--- src/rtl/pwm_meas_pkg.sv ---
// pwm_meas_pkg: shared constants and FSM encoding for the PWM duty meter and its divider.
package pwm_meas_pkg;
   localparam int DUTY_W = 7;
   localparam int DIV_STEPS = 7;
   localparam logic [DUTY_W-1:0] PCT_FULL = 7'd100;
   typedef enum logic [1:0] {IDLE, DIV, OUT} state_t;
endpackage

--- src/rtl/pwm_duty_meter_if.sv ---
// pwm_duty_meter_if: PWM input and measurement result bundle.
interface pwm_duty_meter_if #(
   parameter int CNT_W = 21
);
   logic pwm_i;
   logic [6:0] duty_o;
   logic [CNT_W-1:0] period_o;
   logic valid_o;
   logic stuck_o;
   modport master(output pwm_i, input duty_o, period_o, valid_o, stuck_o);
   modport slave(input pwm_i, output duty_o, period_o, valid_o, stuck_o);
endinterface

--- src/rtl/pwm_duty_div.sv ---
// pwm_duty_div: 7-step restoring divider; exact whenever the quotient is below 128.
module pwm_duty_div
   import pwm_meas_pkg::*;
#(
   parameter int CNT_W = 21
) (
   input  logic               clk,
   input  logic               reset_n,
   input  logic               start,
   input  logic [CNT_W+6:0]   num,
   input  logic [CNT_W-1:0]   den,
   output logic [DUTY_W-1:0]  q,
   output logic               busy,
   output logic               done
);
   localparam int NW = CNT_W + 7;
   logic [NW-1:0] rem;
   logic [NW-1:0] dsh;
   logic [DUTY_W-2:0] qr;
   logic [2:0] cnt;
   logic ge;
   assign ge = rem >= dsh;
   assign busy = cnt != 3'd0;
   assign done = cnt == 3'd1;
   // the last quotient bit is presented combinationally alongside done
   assign q = {qr, ge};
   always_ff @(posedge clk or negedge reset_n) begin
      if (!reset_n) begin
         rem <= '0;
         dsh <= '0;
         qr <= '0;
         cnt <= '0;
      end else if (start) begin
         rem <= num;
         dsh <= NW'({den, {(DIV_STEPS-1){1'b0}}});
         qr <= '0;
         cnt <= 3'(DIV_STEPS);
      end else if (busy) begin
         rem <= ge ? rem - dsh : rem;
         dsh <= dsh >> 1;
         qr <= {qr[DUTY_W-3:0], ge};
         cnt <= cnt - 3'd1;
      end
   end
endmodule

--- src/rtl/pwm_duty_meter.sv ---
// pwm_duty_meter: measures PWM period and rounded duty percent, with a stuck-input timeout.
module pwm_duty_meter
   import pwm_meas_pkg::*;
#(
   parameter int CNT_W = 21,
   parameter int TIMEOUT_CYCLES = 2_000_000
) (
   input logic clk,
   input logic reset_n,
   pwm_duty_meter_if.slave bus
);
   localparam int NW = CNT_W + 7;
   localparam logic [CNT_W-1:0] TO_HOLD = CNT_W'(TIMEOUT_CYCLES - 1);
   localparam logic [CNT_W-1:0] TO_FIRE = CNT_W'(TIMEOUT_CYCLES - 2);
   logic s1, s2, s3, rise, lvl, to;
   logic [CNT_W-1:0] per_cnt, hi_cnt, cap_per, cap_hi, per_lat;
   logic armed, pend, start;
   logic [NW-1:0] num;
   logic [DUTY_W-1:0] q;
   logic busy, done;
   state_t state;
   logic [DUTY_W-1:0] duty_r;
   logic [CNT_W-1:0] period_r;
   logic valid_r, stuck_r;
   assign rise = s2 & ~s3;
   assign lvl = s2;
   // per_cnt parks one below the timeout, so the timeout fires once per stuck episode
   assign to = ~rise & (per_cnt == TO_FIRE);
   assign start = (state == IDLE) & pend & ~to;
   assign num = NW'(cap_hi) * NW'(PCT_FULL) + NW'(cap_per >> 1);
   always_ff @(posedge clk or negedge reset_n) begin
      if (!reset_n) begin
         s1 <= 1'b0;
         s2 <= 1'b0;
         s3 <= 1'b0;
         per_cnt <= '0;
         hi_cnt <= '0;
         cap_per <= '0;
         cap_hi <= '0;
         armed <= 1'b0;
         pend <= 1'b0;
      end else begin
         s1 <= bus.pwm_i;
         s2 <= s1;
         s3 <= s2;
         per_cnt <= rise ? '0 : per_cnt + CNT_W'(per_cnt != TO_HOLD);
         hi_cnt <= rise ? '0 : hi_cnt + CNT_W'(lvl && hi_cnt != '1);
         armed <= rise | (armed & ~to);
         pend <= ~to & ((rise & armed) | (pend & ~start));
         if (rise & armed) begin
            cap_per <= per_cnt + 1'b1;
            cap_hi <= hi_cnt + 1'b1;
         end
      end
   end
   pwm_duty_div #(.CNT_W(CNT_W)) u_div (
      .clk(clk),
      .reset_n(reset_n),
      .start(start),
      .num(num),
      .den(cap_per),
      .q(q),
      .busy(busy),
      .done(done)
   );
   always_ff @(posedge clk or negedge reset_n) begin
      if (!reset_n) begin
         state <= IDLE;
         duty_r <= '0;
         period_r <= '0;
         valid_r <= 1'b0;
         stuck_r <= 1'b0;
         per_lat <= '0;
      end else begin
         valid_r <= 1'b0;
         if (to) begin
            duty_r <= lvl ? PCT_FULL : '0;
            period_r <= '0;
            valid_r <= 1'b1;
            stuck_r <= 1'b1;
            state <= IDLE;
         end else begin
            case (state)
               IDLE: if (pend) begin
                  per_lat <= cap_per;
                  state <= DIV;
               end
               DIV: if (done) begin
                  duty_r <= q;
                  period_r <= per_lat;
                  valid_r <= 1'b1;
                  stuck_r <= 1'b0;
                  state <= OUT;
               end else if (!busy) state <= IDLE;
               OUT: state <= IDLE;
               default: state <= IDLE;
            endcase
         end
      end
   end
   assign bus.duty_o = duty_r;
   assign bus.period_o = period_r;
   assign bus.valid_o = valid_r;
   assign bus.stuck_o = stuck_r;
endmodule

--- src/flat_wrapper.sv ---
// flat-port wrapper written by rule: the top's interface ports become plain ports
module pwm_duty_meter_flat import pwm_meas_pkg::*;
#(
   parameter int CNT_W = 21,
   parameter int TIMEOUT_CYCLES = 2_000_000
)
  (clk, reset_n, bus_pwm_i, bus_duty_o, bus_period_o, bus_valid_o, bus_stuck_o);
  pwm_duty_meter_if #(.CNT_W(CNT_W)) bus_i ();
  input logic clk;
  input logic reset_n;
  input wire logic [$bits(bus_i.pwm_i)-1:0] bus_pwm_i;
  output wire logic [$bits(bus_i.duty_o)-1:0] bus_duty_o;
  output wire logic [$bits(bus_i.period_o)-1:0] bus_period_o;
  output wire logic [$bits(bus_i.valid_o)-1:0] bus_valid_o;
  output wire logic [$bits(bus_i.stuck_o)-1:0] bus_stuck_o;
  assign bus_i.pwm_i = bus_pwm_i;
  assign bus_duty_o = bus_i.duty_o;
  assign bus_period_o = bus_i.period_o;
  assign bus_valid_o = bus_i.valid_o;
  assign bus_stuck_o = bus_i.stuck_o;
  pwm_duty_meter #(.CNT_W(CNT_W), .TIMEOUT_CYCLES(TIMEOUT_CYCLES)) u_core (.clk(clk), .reset_n(reset_n), .bus(bus_i));
endmodule
--- config.mk ---
export PLATFORM = sky130hd
export DESIGN_NAME = pwm_duty_meter_flat
export DESIGN_NICKNAME = d
export VERILOG_FILES = /design/src/rtl/pwm_meas_pkg.sv /design/src/rtl/pwm_duty_meter_if.sv /design/src/rtl/pwm_duty_div.sv /design/src/rtl/pwm_duty_meter.sv /design/src/flat_wrapper.sv
export SDC_FILE = /design/constraint.sdc
export NUM_CORES = 1
export LEC_CHECK = 0
export CORE_AREA = 2 2 157 159
export CTS_BUF_LIST = sky130_fd_sc_hd__clkbuf_16
export DETAILED_ROUTE_END_ITERATION = 8
export DIE_AREA = 0 0 159 161
export MAX_ROUTING_LAYER = met4
export PLACE_DENSITY = 0.76
export SLEW_MARGIN = 20
export SYNTH_ARGS = -nofsm -noshare
export SYNTH_HDL_FRONTEND = slang
export SYNTH_SLANG_ARGS = --single-unit
--- constraint.sdc ---
create_clock -name clk -period 4.86 [get_ports clk]
set_clock_uncertainty 0.05 [all_clocks]
set_input_delay 1.215 -clock clk [delete_from_list [all_inputs] [get_ports clk]]
set_output_delay 1.215 -clock clk [all_outputs]
set_load 0.01 [all_outputs]
Word-level counts from Yosys, hierarchy flattened
Index checks and enable logic that the tools add are counted.
- $add $sub $neg: 7
- $mul: 1
- order comparisons: 1
- equality and inequality tests: 7
- multiplexer cells: 29
- bitwise logic cells: 14
- reductions and logical operators: 11
- operators with widths (operator ; count):
    $mux 28 ; 5
    $mux 21 ; 5
    $add 21x1->21 ; 2
    $add 21x1->21 const B ; 2
    $ne 21x21->1 const B ; 2
    $add 28x20->28 ; 1
    $ge 28x28->1 ; 1
    $mux 7 ; 4
    $sub 28x28->28 ; 1
    $mul 21x5->26 const B ; 1
    $eq 21x21->1 const B ; 1
    $mux 6 ; 2
    $and 1x1->1 ; 8
    $mux 2 ; 4
    $reduce_bool 2->1 ; 4
    $mux 1 ; 6
    $mux 3 ; 2
    $reduce_and 2->1 ; 3
    $ne 4x3->1 const B ; 1
    $not 1->1 ; 4
    $pmux 2 s2 ; 1
    $eq 3x1->1 const B ; 1
    $ne 3x1->1 const B ; 1
    $reduce_and 3->1 ; 1
    other kinds (6) ; 7
- bits in registers: 207

Logic depth before layout (Yosys ltp)
Gate-level depths: netlist of run 1.
- word-level depth: 10
- gate-level depth with buffers: 21
- depth with buffers taken out: 21

Hierarchy
A second synthesis of run 1 with hierarchy kept.
- cells, all modules: 1684
- area, all modules: 14229.9 µm²
- modules (own cells, without submodules) (module ; times used ; cells each ; area an instance (µm²) ; sequential area each (µm²)):
    pwm_duty_meter ; 1 ; 1127 ; 9665.5 ; 3553.4
    pwm_duty_div ; 1 ; 557 ; 4564.4 ; 1601.5

Worst setup path after synthesis of run 1
Ideal clock, no wire load.
- kind: reg2reg
- start: register u_core.cap_hi[4]
- end: register u_core.u_div.rem[22]
- data arrival time: 4.342 ns
- required time: 4.673 ns
- path slack: 0.331 ns
- stages on the path, launching flop included: 21
- path buffers: 0
- clock period less this slack: 4.529 ns
- cell sequence: dfrtp_1 ha_1 ha_1 inv_1 fa_1 inv_1 ha_1 a2111o_1 a21oi_2 nor2_1 a21oi_1 o21bai_1 xor2_1 ha_1 and2_1 o211ai_1 o21ai_0 o221ai_1 nor2_1 xnor2_1 a21oi_1
- longest elaborated chain between the ends: 3
- ends and longest elaborated chain (what ; line ; RTL):
    start: declaration ; pwm_duty_meter.sv:16 ; logic [CNT_W-1:0] per_cnt, hi_cnt, cap_per, cap_hi, per_lat;
    start signal: assignment ; pwm_duty_meter.sv:52 ; cap_hi <= hi_cnt + 1'b1;
    $mul 21x5->26 ; pwm_duty_meter.sv:30 ; assign num = NW'(cap_hi) * NW'(PCT_FULL) + NW'(cap_per >> 1);
    $add 28x20->28 ; pwm_duty_meter.sv:30 ;
    $mux 28 ; pwm_duty_div.sv:33 ; end else if (start) begin
    end signal: assignment ; pwm_duty_div.sv:34 ; rem <= num;
    end signal: assignment ; pwm_duty_div.sv:39 ; rem <= ge ? rem - dsh : rem;
    end: declaration ; pwm_duty_div.sv:17 ; logic [NW-1:0] rem;
Every way passes these cells.
A chain may end at the register's enable or synchronous reset.

Final worst setup path of run 1
- start: register u_core.cap_hi[4]
- end: register u_core.u_div.rem[27]
Same word-level chain as after synthesis.

==> results of run 1 <==
metrics by stage:
stage	TNS (ns)	worst slack (ns)	utilization [%]	total power [mW]	hold slack, ns
after global placement	0	0.149	59.0	5.23	0.284
after global routing	-0.0324	-0.0125	62.6	7.62	0.305
after detailed placement	-0.00108	-0.00108	59.0	5.31	0.285
after CTS	0	0.0304	62.3	7.10	0.297
after floorplan	0	0.331	-	4.56	0.281
final	0	0.168	62.6	7.10	0.298
kinds of logic (layout without fill, tap and decap cells):
group / count (synthesis) / after routing
AND/OR/NAND/NOR: 497 / 497
AO/OA/AOI/OAI: 335 / 335
flip-flops: 206 / 206
buffers and inverters: 183 / 218
adder cells (fa/ha/maj): 142 / 142
XOR/XNOR: 122 / 122
multiplexers: 39 / 39
sequential cells by signal (all words and copies together), names as in the netlist, 2 cells and up:
signal,cells
u_core.cap_hi,21
u_core.state,2
u_core.bus.duty_o,7
u_core.hi_cnt,21
u_core.per_lat,21
u_core.u_div.dsh,27
u_core.u_div.rem,28
u_core.cap_per,21
u_core.bus.period_o,21
u_core.u_div.cnt,3
u_core.per_cnt,21
u_core.u_div.qr,6
per-layer routing:
metal  global-route usage, %  vias up
met4                    6.32        0
met3                    3.21       49
met5                       -        -
met1                    33.8     5082
met2                    38.4      183
li1                        -     5229
synth_stat cells, types with 9 or more instances:
master	instances	area, um^2
a21oi_1	117	586
nand2b_1	9	56.3
o21ai_0	106	531
a21o_1	18	135
nor2_1	140	526
nand4_1	13	81.3
fa_1	18	360
clkbuf_1	55	206
nor2b_1	17	106
or3_1	20	125
nor3_1	25	125
nand3_1	34	170
ha_1	124	1550
and3_1	15	93.8
xnor2_1	70	613
xor2_1	52	455
dfrtp_1	206	5150
nand2_1	192	721
inv_1	124	465
mux2i_1	32	320
o21a_1	13	97.6
a211oi_1	30	225
power breakdown:
group	total [mW]	switching [mW]	internal, mW
sequential	2.29	0.250	2.04
clock	1.75	0.736	1.01
combinational	3.06	1.78	1.28
worst max-delay path, cell delays in order (launching register included):
cell and delay [ns]:
dfrtp_1 0.42, ha_1 0.32, ha_1 0.28, inv_1 0.05
fa_1 0.50, inv_1 0.04, ha_1 0.30, a2111o_1 0.42
a31oi_2 0.21, nor2_1 0.06, nor2_1 0.12, o21bai_1 0.08
a21oi_1 0.18, xnor2_1 0.10, ha_1 0.35, o21a_1 0.14
nor2_1 0.04, a21o_1 0.22, o221ai_4 0.21, and4bb_1 0.24
xnor2_1 0.12, mux2i_1 0.08
timing repair:
action / 4_1_cts / 5_1_grt
pin swaps: 0 / 9
resized for setup: 1 / 13
setup buffers: 0 / 3
endpoints found under the setup margin: 2 / 9
endpoints found under the hold margin: 0 / 0
cloned: 0 / 0
final cells by class:
| type | instances | area [um^2] |
|---|---|---|
| multi-input cells | 1135 | 7720 |
| fillers | 2033 | 8970 |
| repair buffers | 50 | 484 |
| well taps | 324 | 405 |
| clock inverters | 20 | 164 |
| clock buffers | 24 | 601 |
| flip-flops and latches | 206 | 5150 |
| inverters | 124 | 465 |
final timing paths:
check                                      start  cells after the start  slack [ns]              endpoint
worst max-delay path            u_core.cap_hi[4]                     21        0.17  u_core.u_div.rem[27]
worst min-delay path                   u_core.s1                      0        0.30            u_core.lvl
worst max register to register  u_core.cap_hi[4]                     21        0.17  u_core.u_div.rem[27]
worst min register to register         u_core.s1                      0        0.30            u_core.lvl
max in group asynchronous                reset_n                      2        3.09     u_core.per_cnt[3]
min in group asynchronous                reset_n                      1        0.70     u_core.hi_cnt[13]
==> results.cfg, run 1 <==
[global_route]
grt_max_degree = 116
antenna_found_initial = 0
grt_pass1_vias = 10300
grt.total_usage_pct = 24.4
overflow = 0
grt_pass1_wl_mm = 50.6

[drt]
drt-initial-drc-count = 660
wl_per_cell_um = 16.0
ant_nets = 0
wl_mm = 30.2
highest_layer = met4
wl_met1_mm = 14.2
via_count = 10500
route.met3.wl_mm = 1.25
vias_per_cell = 5.60
wl_met2_mm = 13.9
dr.pass1.iters = 5
drc = 0

[setup_path]
worstSetupPathType = flop to flop
crit_path_end_kind = flop
crit_required_ns = 5.18
arrival_ns = 5.01
worst_setup_path_start_kind = flop
path_max_fanout = 4

[yosys]
ys_seq_area_share_pct = 38.3
yosys_register_bits = 206
synth.net_count = 1669
synthFlopType = dfrtp_1
synth_top_family_by_area = simple AND/OR/NAND/NOR gates
synth_fa_ha_area_share_pct = 14.2
synth-simple-area-share_pct = 16.8
synthDistinctLibCells = 61
synth-edff-count = 0
muxShareOfSynthArea_pct = 2.97
yosysWarningCount = 0
synth-compound-area-share_pct = 14.6
synth-xor-area-share_pct = 7.94
synthCells = 1524
netlist_area_mm2 = 0.0135
synthArstFlopShare_pct = 100
synth_area_per_cell_um2 = 8.83

[cells_and_area]
drive_above_1_share_pct = 5.52
design_area_mm2 = 0.0150
layout_common_cells = dfrtp_1, nand2_1, nor2_1
antenna_cells = 0
final_nets = 1686
final_common_cell = dfrtp_1
syn2layout_area_growth_pct = 11.5
layout.cells.non_filler = 1883

[floorplan]
die_y_um = 161
core_area_mm2 = 0.0240
row_count = 57
die_area_mm2 = 0.0256
initial_core_util_pct = 56.1
die_w_um = 159
ios = 33

[cts]
clock_latency_ns = 0.53
cts_htree_levels = 1
cts_tree = built
cts_buffer_depth = 3
cts-root-buf = clkbuf_16
numCtsBuffers = 24
cts.clk_slew.worst_paths_ns = 0.06
hold_buffers = 0
cts_sinks = 206

[pwr]
ir_worst_vdd_v = 0.000278
p_per_area_mw_per_mm2 = 473
p_leak_nw = 7.09

[sta]
slew_violations = 0
max_slew_margin_pct = 35.0
max_freq_ghz = 0.213
finalHoldViolations = 0
finalCritPeriodShare_pct = 96.6
period_minus_slack_ns = 4.69
worst_pin_slew_ns = 0.974
setup_viol = 0

[placement]
place_hpwl_mm = 22.0
port_buffers = 32
placed_area_mm2 = 0.0141
dp_cells = 1836
gp_congestion = 0.928

[status]
status = complete, no violations

[worst_hold_path]
hp-class = flop to flop

[flow_run]
cap_violations = 0
(Power assumes the default switching activity.)
==> run 2: changes to the inputs <==
- CORE_AREA: 2 2 157 159 -> 2 2 200 202
- DIE_AREA: 0 0 159 161 -> 0 0 202 204
- GPL_TIMING_DRIVEN: unset -> 0
- PLACE_DENSITY: 0.76 -> 0.51
==> run 2 against run 1 <==
  * Die area is 61% higher
  * Critical path depth stayed put
  * Count of clock-buffer cells in the layout is 2 higher
  * Register-to-register slack worse by 0.04 ns
  * Combinational power increased by 6.9%
  * Global-route usage fell by 6.2 points
  * Sequential cell count unchanged
  * Clock power increased by 6%
  * Hold slack about the same
  * Critical endpoint unchanged
  * Critical path type unchanged
  * Fmax fell by 0.76%
  * Cell area grew 4.6%
==> results.cfg, run 2 (synthesis results as in run 1) <==
[global_route]
antenna_found_initial = 0
grt_pass1_vias = 10800
grt_max_degree = 92
overflow = 0
grt.total_usage_pct = 18.2
grt_pass1_wl_mm = 58.4

[drt]
dr.pass1.iters = 5
ant_nets = 0
wl_per_cell_um = 16.6
vias_per_cell = 4.99
via_count = 10700
drc = 0
wl_mm = 35.7
drt-initial-drc-count = 590

[setup_path]
cp_num_buf_inv = 2
path_delay_family = adder cells
worst_setup_path_start_kind = flop
path_max_fanout = 4
worstSetupPathType = flop to flop
r2r_start = u_core.cap_hi[5]
arrival_ns = 5.07
crit_path_end_kind = flop
slowest_stage = a2111o_1
startpoint = u_core.cap_hi[5]
crit_chain = ha_4 > ha_4 > inv_2 > fa_1 > inv_2 > ha_4 > a2111o_1 > a31oi_4 > nor2_2 > nor2_2 > o21bai_1 > a21oi_1 > xnor2_1 > ha_1 > o21a_1 > nor2_1 > a21o_1 > o221ai_4 > and4bb_1 > xnor2_2 > mux2i_1
crit_required_ns = 5.21
path_common_cell = ha_4
max_stage_delay_ns = 0.50

[status]
status = complete, no violations

[floorplan]
row_count = 73
die_area_mm2 = 0.0412
die_w_um = 202
core_area_mm2 = 0.0392
initial_core_util_pct = 34.3
die_y_um = 204
ios = 33

[sta]
rsz0062_at_grt = true
tns_ns = 0
finalCritPeriodShare_pct = 97.3
max_freq_ghz = 0.211
finalHoldViolations = 0
slew_violations = 0
period_minus_slack_ns = 4.73
worst_pin_slew_ns = 1.04
setup_viol = 0
max_slew_margin_pct = 30.1

[cells_and_area]
design_area_mm2 = 0.0157
layout_common_cells = dfrtp_1, nand2_1, nor2_1
drive_above_1_share_pct = 7.27
largest_reg_flops = 28
final_nets = 1748
top_register = u_core.u_div.rem
syn2layout_area_growth_pct = 16.6
antenna_cells = 0
utilization_pct = 40.0
final_common_cell = dfrtp_1
biggestRegsByFlops = u_core.u_div.rem x28, u_core.u_div.dsh x27

[pwr]
p_leak_nw = 7.17
p_per_area_mw_per_mm2 = 471
power_frac_seq_pct = 30.6
internal_power_mw = 4.46
p_total_mw = 7.39
pwr-share-comb_pct = 44.3
p_sw_mw = 2.93
sw_frac_of_total_pct = 39.7
p_clk_share_pct = 25.1
ir_worst_vdd_v = 0.000231

[cts]
cts_tree = built
clock_latency_ns = 0.55
cts_buffer_depth = 3
cts-root-buf = clkbuf_16
cts_sinks = 206
cts.clk_slew.worst_paths_ns = 0.06
cts_htree_levels = 1
numCtsBuffers = 26

[flow_run]
cap_violations = 0

[placement]
placed_area_mm2 = 0.0145
port_buffers = 32
gp_congestion = 0.857
place_hpwl_mm = 27.0

[worst_hold_path]
hp-class = flop to flop
hold_path_startpoint = u_core.s1
## run 2: cell types whose count changed in the layout (fill, tap and decap cells not counted), moves of 4 or more
cell	delta
clkbuf_1	+55
ha_1	-11
dfrtp_1	-5
inv_2	+4
ha_4	+9
clkinv_2	+4
dfrtp_2	+5
## run 2: final cells by class
type | count | area, um^2
Sequential cell | 206 | 5160
Clock buffer | 26 | 651
Clock inverter | 21 | 159
Inverter | 124 | 465
Buffer | 59 | 224
Fill cell | 3981 | 23500
Timing Repair Buffer | 51 | 508
Multi-Input combinational cell | 1135 | 7860
Tap cell | 525 | 657
## run 2: per-stage QoR
stage	hold slack (ns)	instances	worst slack [ns]
5_1_grt	0.324	2147	-0.0549
3_3_place_gp	0.282	2081	-6.80
6_report	0.298	2147	0.132
3_5_place_dp	0.285	2083	-0.548
2_1_floorplan	0.281	1524	0.331
4_1_cts	0.298	2136	0.00726
## run 2: worst paths after layout
check                                  endpoint  slack, ns  cells past startpoint
min in group asynchronous     u_core.hi_cnt[16]       0.57                      1
max reg2reg                u_core.u_div.rem[27]       0.13                     21
max                        u_core.u_div.rem[27]       0.13                     21
min                                  u_core.lvl       0.30                      0
min reg2reg                          u_core.lvl       0.30                      0
max in group asynchronous   u_core.u_div.rem[9]       3.07                      3
## run 2: metal layers
layer	GRT usage (%)	share of wire (%)	up-vias
met5	-	0	-
met4	4.60	2.2	0
met3	2.22	3.5	47
met2	29.7	47	142
met1	24.0	47	5162
li1	-	-	5363
## run 2: power groups by stage
stage               clock network [mW]  registers [mW]  logic (mW)
global route                      1.98            2.30        3.66
finish                            1.85            2.26        3.27
CTS                               1.90            2.27        3.20
detailed placement                   0            2.29        3.18
floorplan                            0            2.24        2.32
global placement                     0            2.29        3.15
## run 2: timing repair
item / in CTS / in global routing
hold endpoints to repair: 0 / 0
pin swaps: 7 / 22
buffers inserted: 6 / 11
resized for setup: 17 / 35
cloned: 0 / 0
setup endpoints to repair: 10 / 10
hold buffers: 0 / 0
